===== src/rtl/memory_access_controller.sv =====
// Load/store unit bridging a core request port to a single-beat word memory.
// Handles RISC-V sub-word alignment, strobe/lane generation, load extraction and read timeout.
module memory_access_controller #(
    parameter int unsigned TIMEOUT_CYCLES = 255
) (
    input  logic        clk,
    input  logic        reset_n,
    input  logic        req_valid,
    output logic        req_ready,
    input  logic        req_we,
    input  logic [2:0]  req_type,
    input  logic [31:0] req_addr,
    input  logic [31:0] req_wdata,
    output logic        mem_valid,
    input  logic        mem_ready,
    output logic        mem_we,
    output logic [31:0] mem_addr,
    output logic [3:0]  mem_wstrb,
    output logic [31:0] mem_wdata,
    input  logic        mem_rvalid,
    input  logic [31:0] mem_rdata,
    output logic        rsp_valid,
    input  logic        rsp_ready,
    output logic [31:0] rsp_data,
    output logic [1:0]  rsp_fault
);

    typedef enum logic [1:0] {
        IDLE   = 2'd0,
        ISSUE  = 2'd1,
        WAIT_R = 2'd2,
        RESP   = 2'd3
    } state_t;

    localparam logic [1:0]  FAULT_OK        = 2'b00;
    localparam logic [1:0]  FAULT_MISALIGN  = 2'b01;
    localparam logic [1:0]  FAULT_ILLEGAL   = 2'b10;
    localparam logic [1:0]  FAULT_TIMEOUT   = 2'b11;
    localparam logic [15:0] CNT_LIMIT       = 16'(TIMEOUT_CYCLES - 1);

    state_t      r_state;
    logic [15:0] r_cnt;
    logic        r_we;
    logic [2:0]  r_type;
    logic [1:0]  r_offset;
    logic        r_mem_valid;
    logic        r_mem_we;
    logic [31:0] r_mem_addr;
    logic [3:0]  r_mem_wstrb;
    logic [31:0] r_mem_wdata;
    logic        r_rsp_valid;
    logic [31:0] r_rsp_data;
    logic [1:0]  r_rsp_fault;

    logic        w_legal;
    logic        w_misaligned;
    logic [3:0]  w_wstrb;
    logic [31:0] w_wdata;
    logic [7:0]  w_byte;
    logic [15:0] w_half;
    logic [31:0] w_load;

    // Request decode. Type bits [1:0] give the size (B/H/W), bit 2 marks unsigned loads.
    always_comb begin
        // NOTE: every combinational output gets a default first so no path can infer a latch.
        w_wstrb = 4'b0000;
        w_wdata = 32'h0;
        w_legal = (req_type[1:0] != 2'b11) && !(req_type[2] && (req_we || req_type[1]));
        w_misaligned = ((req_type[1:0] == 2'b01) && req_addr[0]) ||
                       ((req_type[1:0] == 2'b10) && (req_addr[1:0] != 2'b00));
        if (req_we) begin
            case (req_type[1:0])
                2'b00: begin
                    w_wstrb = 4'b0001 << req_addr[1:0];
                    w_wdata = {4{req_wdata[7:0]}};
                end
                2'b01: begin
                    w_wstrb = 4'b0011 << req_addr[1:0];
                    w_wdata = {2{req_wdata[15:0]}};
                end
                default: begin
                    w_wstrb = 4'b1111;
                    w_wdata = req_wdata;
                end
            endcase
        end
    end

    // Load extraction from the returned word, using the registered offset and type.
    always_comb begin
        w_byte = mem_rdata[{r_offset, 3'b000} +: 8];
        w_half = r_offset[1] ? mem_rdata[31:16] : mem_rdata[15:0];
        case (r_type[1:0])
            2'b00:   w_load = {{24{w_byte[7] & ~r_type[2]}}, w_byte};
            2'b01:   w_load = {{16{w_half[15] & ~r_type[2]}}, w_half};
            default: w_load = mem_rdata;
        endcase
    end

    always_ff @(posedge clk or negedge reset_n) begin
        if (!reset_n) begin
            r_state     <= IDLE;
            r_cnt       <= 16'd0;
            r_we        <= 1'b0;
            r_type      <= 3'b000;
            r_offset    <= 2'b00;
            r_mem_valid <= 1'b0;
            r_mem_we    <= 1'b0;
            r_mem_addr  <= 32'h0;
            r_mem_wstrb <= 4'b0000;
            r_mem_wdata <= 32'h0;
            r_rsp_valid <= 1'b0;
            r_rsp_data  <= 32'h0;
            r_rsp_fault <= FAULT_OK;
        end else begin
            // NOTE: state registers use non-blocking assignments so all updates see pre-edge values.
            case (r_state)
                IDLE: begin
                    if (req_valid) begin
                        r_we     <= req_we;
                        r_type   <= req_type;
                        r_offset <= req_addr[1:0];
                        if (!w_legal) begin
                            r_state     <= RESP;
                            r_rsp_valid <= 1'b1;
                            r_rsp_data  <= 32'h0;
                            r_rsp_fault <= FAULT_ILLEGAL;
                        end else if (w_misaligned) begin
                            r_state     <= RESP;
                            r_rsp_valid <= 1'b1;
                            r_rsp_data  <= 32'h0;
                            r_rsp_fault <= FAULT_MISALIGN;
                        end else begin
                            r_state     <= ISSUE;
                            r_mem_valid <= 1'b1;
                            r_mem_we    <= req_we;
                            r_mem_addr  <= {req_addr[31:2], 2'b00};
                            r_mem_wstrb <= w_wstrb;
                            r_mem_wdata <= w_wdata;
                        end
                    end
                end
                ISSUE: begin
                    if (mem_ready) begin
                        r_mem_valid <= 1'b0;
                        if (r_we) begin
                            r_state     <= RESP;
                            r_rsp_valid <= 1'b1;
                            r_rsp_data  <= 32'h0;
                            r_rsp_fault <= FAULT_OK;
                        end else begin
                            r_state <= WAIT_R;
                            r_cnt   <= 16'd0;
                        end
                    end
                end
                WAIT_R: begin
                    // Returned data takes priority over a timeout in the same cycle.
                    if (mem_rvalid) begin
                        r_state     <= RESP;
                        r_rsp_valid <= 1'b1;
                        r_rsp_data  <= w_load;
                        r_rsp_fault <= FAULT_OK;
                    end else if (r_cnt == CNT_LIMIT) begin
                        r_state     <= RESP;
                        r_rsp_valid <= 1'b1;
                        r_rsp_data  <= 32'h0;
                        r_rsp_fault <= FAULT_TIMEOUT;
                    end else begin
                        r_cnt <= r_cnt + 16'd1;
                    end
                end
                RESP: begin
                    if (rsp_ready) begin
                        r_state     <= IDLE;
                        r_rsp_valid <= 1'b0;
                        r_rsp_data  <= 32'h0;
                        r_rsp_fault <= FAULT_OK;
                    end
                end
                default: r_state <= IDLE;
            endcase
        end
    end

    assign req_ready = (r_state == IDLE);
    assign mem_valid = r_mem_valid;
    assign mem_we    = r_mem_we;
    assign mem_addr  = r_mem_addr;
    assign mem_wstrb = r_mem_wstrb;
    assign mem_wdata = r_mem_wdata;
    assign rsp_valid = r_rsp_valid;
    assign rsp_data  = r_rsp_data;
    assign rsp_fault = r_rsp_fault;

endmodule


===== config.mk =====
export PLATFORM = sky130hd
export DESIGN_NAME = memory_access_controller
export DESIGN_NICKNAME = d
export VERILOG_FILES = /design/src/rtl/memory_access_controller.sv
export SDC_FILE = /design/constraint.sdc
export NUM_CORES = 1
export LEC_CHECK = 0
export CORE_UTILIZATION = 47
export CTS_BUF_LIST = sky130_fd_sc_hd__clkbuf_8
export CTS_CLUSTER_DIAMETER = 50
export CTS_CLUSTER_SIZE = 14
export DETAILED_ROUTE_END_ITERATION = 8
export PLACE_DENSITY = 0.95
export SYNTH_ARGS = -nofsm -noshare
export SYNTH_HDL_FRONTEND = slang
export SYNTH_SLANG_ARGS = --single-unit

===== constraint.sdc =====
create_clock -name clk -period 2.65 [get_ports clk]
set_input_delay 0.3975 -clock clk [delete_from_list [all_inputs] [get_ports clk]]
set_output_delay 0.3975 -clock clk [all_outputs]
set_load 0.1 [all_outputs]

# --- After elaboration in Yosys (flattened, before gate mapping) ---
# Cells that the tools add are included.
totals:
  regBits: 127
  input_bits: 106
  output_inout_bits: 106
  word_cells: 109
op_classes:
  addsub: 1
  eq_ne: 19
  shift: 3
  n_mux: 50
  n_bitwise: 4
  reduce_logical: 19
op_table:
  columns: ["cell", "n"]
  rows:
  - ["two-way mux 32 bit", 9]
  - ["one-hot mux 32 bit (2 select lines)", 2]
  - ["one-hot mux 32 bit (4 select lines)", 1]
  - ["two-way mux 16 bit", 5]
  - ["one-hot mux 16 bit (2 select lines)", 1]
  - ["variable part select 32 x 6 -> 8 bit", 1]
  - ["two-way mux 2 bit", 13]
  - ["!= test 2 bit, second input constant", 9]
  - ["adder 16 x 1 -> 16 bit, second input constant", 1]
  - ["equality test 16 x 8 -> 1 bit, second input constant", 1]
  - ["one-hot mux 2 bit (4 select lines)", 2]
  - ["two-way mux 1 bit", 13]
  - ["AND reduction 5 bit", 2]
  - ["one-hot mux 4 bit (2 select lines)", 1]
  - ["AND reduction 4 bit", 2]
  - ["equality test 2 x 1 -> 1 bit, second input constant", 3]
  - ["equality test 2 bit, second input constant", 3]
  - ["logical NOT 2 bit", 3]
  - ["AND reduction 6 bit", 1]
  - ["nonzero test 2 bit", 3]
  - ["logical AND 1 bit", 4]
  - ["two-way mux 4 bit", 1]
  - ["one-hot mux 1 bit (4 select lines)", 1]
  - ["left shift 1 x 2 -> 4 bit, first input constant", 1]
  - ["10 further kinds", 13]

# --- Depth between registers and ports, before layout ---
# Gate-level depths: netlist of the first run.
logic_depth:
  depth_word: 7
  ltp_mapped: 9
  depth_no_buf: 7

# --- Worst setup path after synthesis of the first run ---
# No wires, ideal clock.
synth_path:
  kind: "reg2reg"
  from: "register r_state[0]"
  to: "register r_rsp_data[22], in the netlist rsp_data[22]"
  setup_time_ns: 0.122
  t_arrival_ns: 2.508
  required_ns: 2.528
  slack_ns: 0.021
  path_stages_with_launch: 10
  n_path_buf: 2
  period_less_slack_ns: 2.629
  path_cell_list: "dfrtp_1 > inv_1 > ha_1 > inv_1 > o221a_2 > and4_1 > buf_6 > o21a_4 > buf_6 > a22o_1"
synth_between:
  elab_chain_cells: 3
  elab_cells_between_ends: 12
  cone_classes: "9 x eq/ne; 1 x mux; 2 x reduce/logical"
synth_lines:
  columns: ["item", "line_no", "text"]
  rows:
  - ["start, declared", "41", "state_t r_state;"]
  - ["start signal, assigned", "102", "r_state <= IDLE;"]
  - ["start signal, assigned", "124", "r_state <= RESP;"]
  - ["start signal, assigned", "129", "r_state <= RESP;"]
  - ["logical NOT 2 bit *", null, null]
  - ["named net req_ready", "9", "output logic req_ready,"]
  - ["!= test 3 x 2 -> 1 bit (no source line) / != test 2 bit (equally long branches)", null, null]
  - ["AND reduction 6 bit (no source line)", null, null]
  - ["end signal, assigned", "162", "r_rsp_data <= w_load;"]
  - ["end, declared", "52", "logic [31:0] r_rsp_data;"]
# Mark *: on every way through the listed nets, which the timed path passes. The rest lies on a longest branch.
# A chain may end at the register's enable or synchronous reset.

# --- Worst setup path in the final report of the first run ---
layout_path:
  from: "register r_cnt[0]"
  to: "register r_state[0]"
layout_between:
  elab_chain_cells: 3
layout_lines:
  columns: ["item", "line_no", "text"]
  rows:
  - ["start, declared", "42", "logic [15:0] r_cnt;"]
  - ["start signal, assigned", "170", "r_cnt <= r_cnt + 16'd1;"]
  - ["equality test 16 x 8 -> 1 bit", "164", "end else if (r_cnt == CNT_LIMIT) begin"]
  - ["!= test 3 bit (no source line)", null, null]
  - ["AND reduction 4 bit (no source line)", null, null]
  - ["end signal, assigned", "160", "r_state <= RESP;"]
  - ["end signal, assigned", "165", "r_state <= RESP;"]
  - ["end signal, assigned", "175", "r_state <= IDLE;"]
# Every way passes these cells.

==> impl_results.md, run 1 <==
- Mapped Area: 6162 µm²
- Syn avg cell area: approximately 11 µm²
- Post-Syn Instances: roughly 580
- Sequence of cells on the critical path: inv_1 -> ha_1 -> nor4b_2 -> nand4_1 -> a21boi_1 -> a31oi_1 -> o22a_1
- Synth Flop Type: dfrtp_1
- Synth top area cells: dfrtp_1 (52%), mux2_2 (7.1%), a22o_1 (5.0%)
- Routed WL: 17.28 mm
- Initial Util: a little under 50%
- Hold slack: approximately 0.42 ns
- Crit path time final: between 2 and 2.5 ns
- Global-route wire length before repair: between 20 and 30 mm
- Largest fanout on the critical path: 8
- Placed Cells: about 940
- Worst Path Required: about 3 ns
- GP Congestion: 0.8475
- GRT Total Usage: 26.13%
- Antenna violations before repair: 0
- Fin cells: 972
- Total CTS buffers: 17
- Die area: around 14,000 µm²
- CP Capture Type: flop
- Number of flops mapped to enable cells by yosys: 0
- Synth async-reset ratio: 100.0%
- Top cell family by delay on the critical path: compound AO/OA/AOI/OAI gates
- Clock Latency Late Sink: around 0.45 ns
- Top Ports: between 200 and 250
- Port bufs: about 210
- R2R setup slack: around 0.39 ns
- Final core occ: 68.22%
- Total of max-cap violations: 0
- Maximum number of pins on one net before global-route repair: 68
- Die height: between 100 and 150 µm
- Yosys top cell area share: between 50% and 60%
- Final Hold Viols: 0
- Most frequent cell after synthesis: dfrtp_1
- Critical Path Start Type: flop
- Die Wd: 116.5 µm
- Critical path depth: 7
- RSZ-0062 raised after global routing: false
- R2r worst-path depth: 7
- Worst-margin pin slew: roughly 0.89 ns
- Max Fclk: roughly 440 MHz
- Sink Count: 127
- Critical path data arrival time: 2.59 ns
- Iter 0 DRT Violations: between 400 and 500
- Core area: 12,720 µm²
- Syn. warnings: 0
- Yosys top cell by area: dfrtp_1
- Slowest-stage cell, CP: a21boi_1
- Via count: 5,420
- Status: finished clean
- Crit path kind: reg2reg
- Gr ovfl total: 0
- Synth Register Bits: about 130
- H-Tree Depth: 4
- Layout Skew: roughly 0.0086 ns
- Synth cell types: 50
- Most common library cells after synthesis: dfrtp_1 (127), nand2_1 (68), o21ai_0 (50), mux2_2 (39), a22o_1 (35)
- Vias per cell: ~5.6
- ANT cells: 0
- Pre-Repair DR Iteration Count: 8
- Hold crit path type: in2async
- Post-cts resize count: 0
- Layout cells sized above 1: 25.37%
- Setup TNS Final: 0 ns
- Post-CTS setup repair buffer count: 0
- Worst slew margin: around two fifths
- Residual DRC count: 0
- Routed Antenna Nets: 0
- Sequential-to-total area share from yosys stat: 51.57%
- Max Buffers Root-to-Sink: 2
- Max Transition Viols Final: 0
- Clock Tree Root: clkbuf_8
- CTS tree: yes
- Routed length per instance: ~18 µm
- Hold-fix buffers at CTS: 1
- Max stage delay on crit path: about 0.46 ns
- Register clock-pin slew on the reported worst setup and hold paths: approximately 0.07 ns
- Period Utilization, post-route: 85.22%
- HPWL Detailed: 12.36 mm
- Setup violators final: 0
- Vias in the first global route: around 5,300
- CP Buf/Inv Count: 1
- FP Rows: 41
- NumNets Final: 900
- Area Growth Syn to Fin: 40.85%
==> per-stage QoR <==
| stage | setup slack (ns) | area [µm²] |
|---|---|---|
| final | 0.3917 | 8680 |
| after global placement | 0.2895 | 8189 |
| after floorplan | 0.02052 | 6166 |
| after detailed placement | 0.2290 | 8189 |
| after global routing | 0.2788 | 8680 |
| after CTS | 0.4691 | 8680 |
==> logic make-up after synthesis <==
| family | Yosys count | share of synthesized area, % |
|---|---|---|
| multiplexers | 69 | 12.00 |
| other | 1 | 0.06086 |
| buffers and inverters | 45 | 3.553 |
| AND/OR/NAND/NOR | 173 | 14.11 |
| AO/OA/AOI/OAI | 146 | 16.28 |
| XOR/XNOR | 7 | 0.9949 |
| adder cells (fa/ha/maj) | 7 | 1.421 |
| flip-flops | 127 | 51.57 |
==> sequential cells by signal, indices dropped and copies added, names as in the netlist, 3 cells and up <==
name and count:
mem_wstrb 4, rsp_data 32, mem_wdata 32, r_type 3, r_cnt 16, mem_addr 30
==> layer usage <==
metal | GRT usage (%) | part of all wire [%] | vias up
li1 | - | - | 2483
met3 | 9.964 | 10 | 44
met4 | 12.22 | 3.0 | 0
met1 | 31.30 | 39 | 2627
met5 | 0 | 0 | -
met2 | 41.66 | 48 | 266
==> worst reg2reg max path: stages, from the launching register on <==
cell and delay (ns):
dfrtp_1 0.42, inv_1 0.11, ha_1 0.14, nor4b_2 0.28, nand4_1 0.41, a21boi_1 0.46
a31oi_1 0.14, o22a_1 0.19
==> path summary, 6_finish.rpt <==
path / startpoint / endpoint
max: r_cnt[0]$_DFFE_PN0P_ / r_state[0]$_DFFE_PN0P_
max reg2reg: r_cnt[0]$_DFFE_PN0P_ / r_state[0]$_DFFE_PN0P_
min in group clk: mem_wstrb[0]$_DFFE_PN0P_ / mem_wstrb[0]$_DFFE_PN0P_
max in group asynchronous: reset_n / mem_wdata[5]$_DFFE_PN0P_
min reg2reg: mem_wstrb[0]$_DFFE_PN0P_ / mem_wstrb[0]$_DFFE_PN0P_
min: reset_n / rsp_data[0]$_DFFE_PN0P_
==> layout by cell type, fill, tap and decap left out, drive strengths merged, types with 2 or more instances in the layout <==
| cell type | instances |
|---|---|
| nand2 | 68 |
| dfrtp | 127 |
| nand3 | 5 |
| a2bb2oi | 14 |
| mux2 | 39 |
| mux2i | 30 |
| or2 | 2 |
| bufinv | 5 |
| buf | 121 |
| nor2b | 3 |
| clkbuf | 20 |
| o2bb2ai | 2 |
| inv | 12 |
| a211oi | 2 |
| a21oi | 15 |
| xnor2 | 4 |
| nor4 | 5 |
| and3 | 4 |
| nand2b | 28 |
| a22o | 35 |
| and4 | 5 |
| nor3 | 3 |
| nor2 | 34 |
| o22a | 2 |
| o22ai | 11 |
| a221oi | 3 |
| clkinvlp | 2 |
| and2 | 3 |
| o21ai | 53 |
| nand4 | 10 |
| clkinv | 4 |
| xor2 | 3 |
| clkdlybuf4s50 | 104 |
| ha | 7 |
| conb | 2 |
==> final cells by class <==
class | count | area, µm²
clock buffer | 20 | 275.3
fill | 977 | 4043
clock inverter | 12 | 205.2
multi-input combinational | 404 | 2780
timing repair buffer | 226 | 1984
inverter | 11 | 41.29
tap | 172 | 215.2
sequential | 127 | 3178
Power of run 1 is not shown: default switching activity piles up to over one toggle a cycle in this logic, so the estimate is an artifact.
==> run 2, diff against run 1 <==
--- a/config.mk
+++ b/config.mk
@@ -8,9 +8,10 @@
 export CORE_UTILIZATION = 47
 export CTS_BUF_LIST = sky130_fd_sc_hd__clkbuf_8
 export CTS_CLUSTER_DIAMETER = 50
-export CTS_CLUSTER_SIZE = 14
+export CTS_CLUSTER_SIZE = 25
 export DETAILED_ROUTE_END_ITERATION = 8
 export PLACE_DENSITY = 0.95
+export REMOVE_ABC_BUFFERS = 1
 export SYNTH_ARGS = -nofsm -noshare
 export SYNTH_HDL_FRONTEND = slang
 export SYNTH_SLANG_ARGS = --single-unit
==> impl_results.md, run 2 (synthesized netlist as in run 1, its figures left out) <==
- Status: finished clean
- Layout Skew: 0.009795 ns (+0.001244 ns)
- HPWL Detailed: 11.53 mm (-6.7%)
- Iter 0 DRT Violations: 322 (-21%)
- Hold-fix buffers at CTS: 0 (-1)
- CP Capture Type: flop
- Vias per cell: 5.468 (-1.9%)
- Routed WL: 16.16 mm (-6.5%)
- Max stage delay on crit path: 0.45 ns (about the same)
- Hold crit path type: in2async
- Sink Count: 127 (unchanged)
- Final Cell Area: 8579 µm² (-1.2%)
- GRT Total Usage: 25.05% (-1.1 points)
- Routed Antenna Nets: 0 (unchanged)
- H-Tree Depth: 4 (unchanged)
- Die area: 13,570 µm² (unchanged)
- Most common cell after layout, fill and taps aside: dfrtp_1
- Maximum number of pins on one net before global-route repair: 128 (+88%)
- Crit path time final: 2.202 ns (-0.05604 ns)
- Area Growth Syn to Fin: 39.23%
- Max Transition Viols Final: 0 (unchanged)
- CTS tree: yes
- Core area: 12,720 µm² (unchanged)
- Fillers: 1,000 (+2.4%)
- Total CTS buffers: 17 (unchanged)
- Setup violators final: 0 (unchanged)
- Global-route wire length before repair: 25.97 mm (-2.6%)
- Clock Tree Root: clkbuf_8
- Commonest cells after routing, fill and taps aside: dfrtp_1 (127), buf_4 (119), clkdlybuf4s50_1 (104)
- Crit path kind: reg2reg
- NumNets Final: 899 (-0.11%)
- Largest fanout on the critical path: 18 (+10)
- Post-CTS setup repair buffer count: 0 (unchanged)
- ANT cells: 0 (unchanged)
- Critical path data arrival time: 2.50 ns (-0.09 ns)
- Gr ovfl total: 0 (unchanged)
- Max Fclk: 454.1 MHz (+2.5%)
- Via count: 5,293 (-2.3%)
- Clock Latency Late Sink: 0.42 ns (-0.03 ns)
- Worst slew margin: 42.82% (+2.4 points)
- Period Utilization, post-route: 83.10% (-2.1 points)
- Register clock-pin slew on the reported worst setup and hold paths: 0.07 ns (about the same)
- Port bufs: 209 (unchanged)
- Vias in the first global route: 5,268 (-1.0%)
- Placed standard-cell area: 8189 µm² (unchanged)
- Initial Util: 48.44% (unchanged)
- Layout cells sized above 1: 24.87% (-0.50 points)
- Residual DRC count: 0 (unchanged)
- Post-cts resize count: 0 (unchanged)
- Final Hold Viols: 0 (unchanged)
- Max Buffers Root-to-Sink: 2 (unchanged)
- Slowest-stage cell, CP: a211o_1
- Final core occ: 67.44% (-0.79 points)
- Die height: 116.5 µm (unchanged)
- GP Congestion: 0.8388 (-1.0%)
- Sequence of cells on the critical path: inv_1 -> ha_1 -> and2_1 -> a211o_1 -> nor4_1 -> xnor2_1 -> nor2_1
- Antenna violations before repair: 0 (unchanged)
- Total of max-cap violations: 0 (unchanged)
- RSZ-0062 raised after global routing: false
- Top Ports: 212 (unchanged)
- Die Wd: 116.5 µm (unchanged)
- FP Rows: 41 (unchanged)
- Worst Path Required: 2.94 ns (-0.04 ns)
- Routed length per instance: 16.70 µm (-6.1%)
- Critical Path Start Type: flop
- Pre-Repair DR Iteration Count: 4 (-4)
- Worst-margin pin slew: 0.8545 ns (-0.03648 ns)
==> run 2: changes by cell type in the layout (fill, tap and decap cells not counted), sizes merged <==
cell	before	now
bufinv	5	2
clkbuf	20	22
clkinv	4	1
dlygate4sd3	1	0
inv	12	13
==> run 2: per-layer routing <==
metal	routed length [µm]	global-route usage (%)
met2	7915	40.39
met5	0	0
met1	6738	31.70
met3	1091	7.058
met4	416	10.43
==> run 2: path summary, 6_finish.rpt <==
path | to | cells after the start | start | slack [ns]
min reg2reg | mem_wstrb[0]$_DFFE_PN0P_ | 2 | mem_wstrb[0]$_DFFE_PN0P_ | 0.47
min in group clk | mem_wstrb[0]$_DFFE_PN0P_ | 2 | mem_wstrb[0]$_DFFE_PN0P_ | 0.47
min | rsp_data[25]$_DFFE_PN0P_ | 2 | reset_n | 0.008
max reg2reg | r_cnt[11]$_DFFE_PN0P_ | 7 | r_state[0]$_DFFE_PN0P_ | 0.45
max | r_cnt[11]$_DFFE_PN0P_ | 7 | r_state[0]$_DFFE_PN0P_ | 0.45
max in group asynchronous | r_offset[0]$_DFFE_PN0P_ | 2 | reset_n | 2.02
==> run 2: final cells by class <==
class                   count  area, µm²  share of cell area (%)
well taps                 172      215.2                   2.508
flip-flops and latches    127       3178                   37.04
clock inverters             7      87.58                   1.021
clock buffers              22      302.8                   3.529
multi-input cells         404       2780                   32.40
repair buffers            225       1974                   23.01
inverters                  11      41.29                  0.4813
==> run 2: worst max-delay path, delay by kind of cell, from the launching register on <==
kind,cells,cell delay (ns)
flops,1,0.43
buf+inv,1,0.12
simple gates,3,0.65
compound gates,1,0.45
xor+xnor,1,0.17
fa+ha+maj,1,0.26
==> run 2: per-stage QoR <==
stage                     hold slack (ns)  TNS (ns)  worst slack (ns)  cells
after floorplan                    0.1019    -82.73            -1.228    542
after global placement             0.4529         0            0.2513    939
after detailed placement           0.4591         0            0.1823    939
after CTS                          0.1037         0            0.4491    968
after global routing              0.09508         0            0.2265    968
final                            0.008456         0            0.4478    968
Power of run 2 is left out for the same reason.
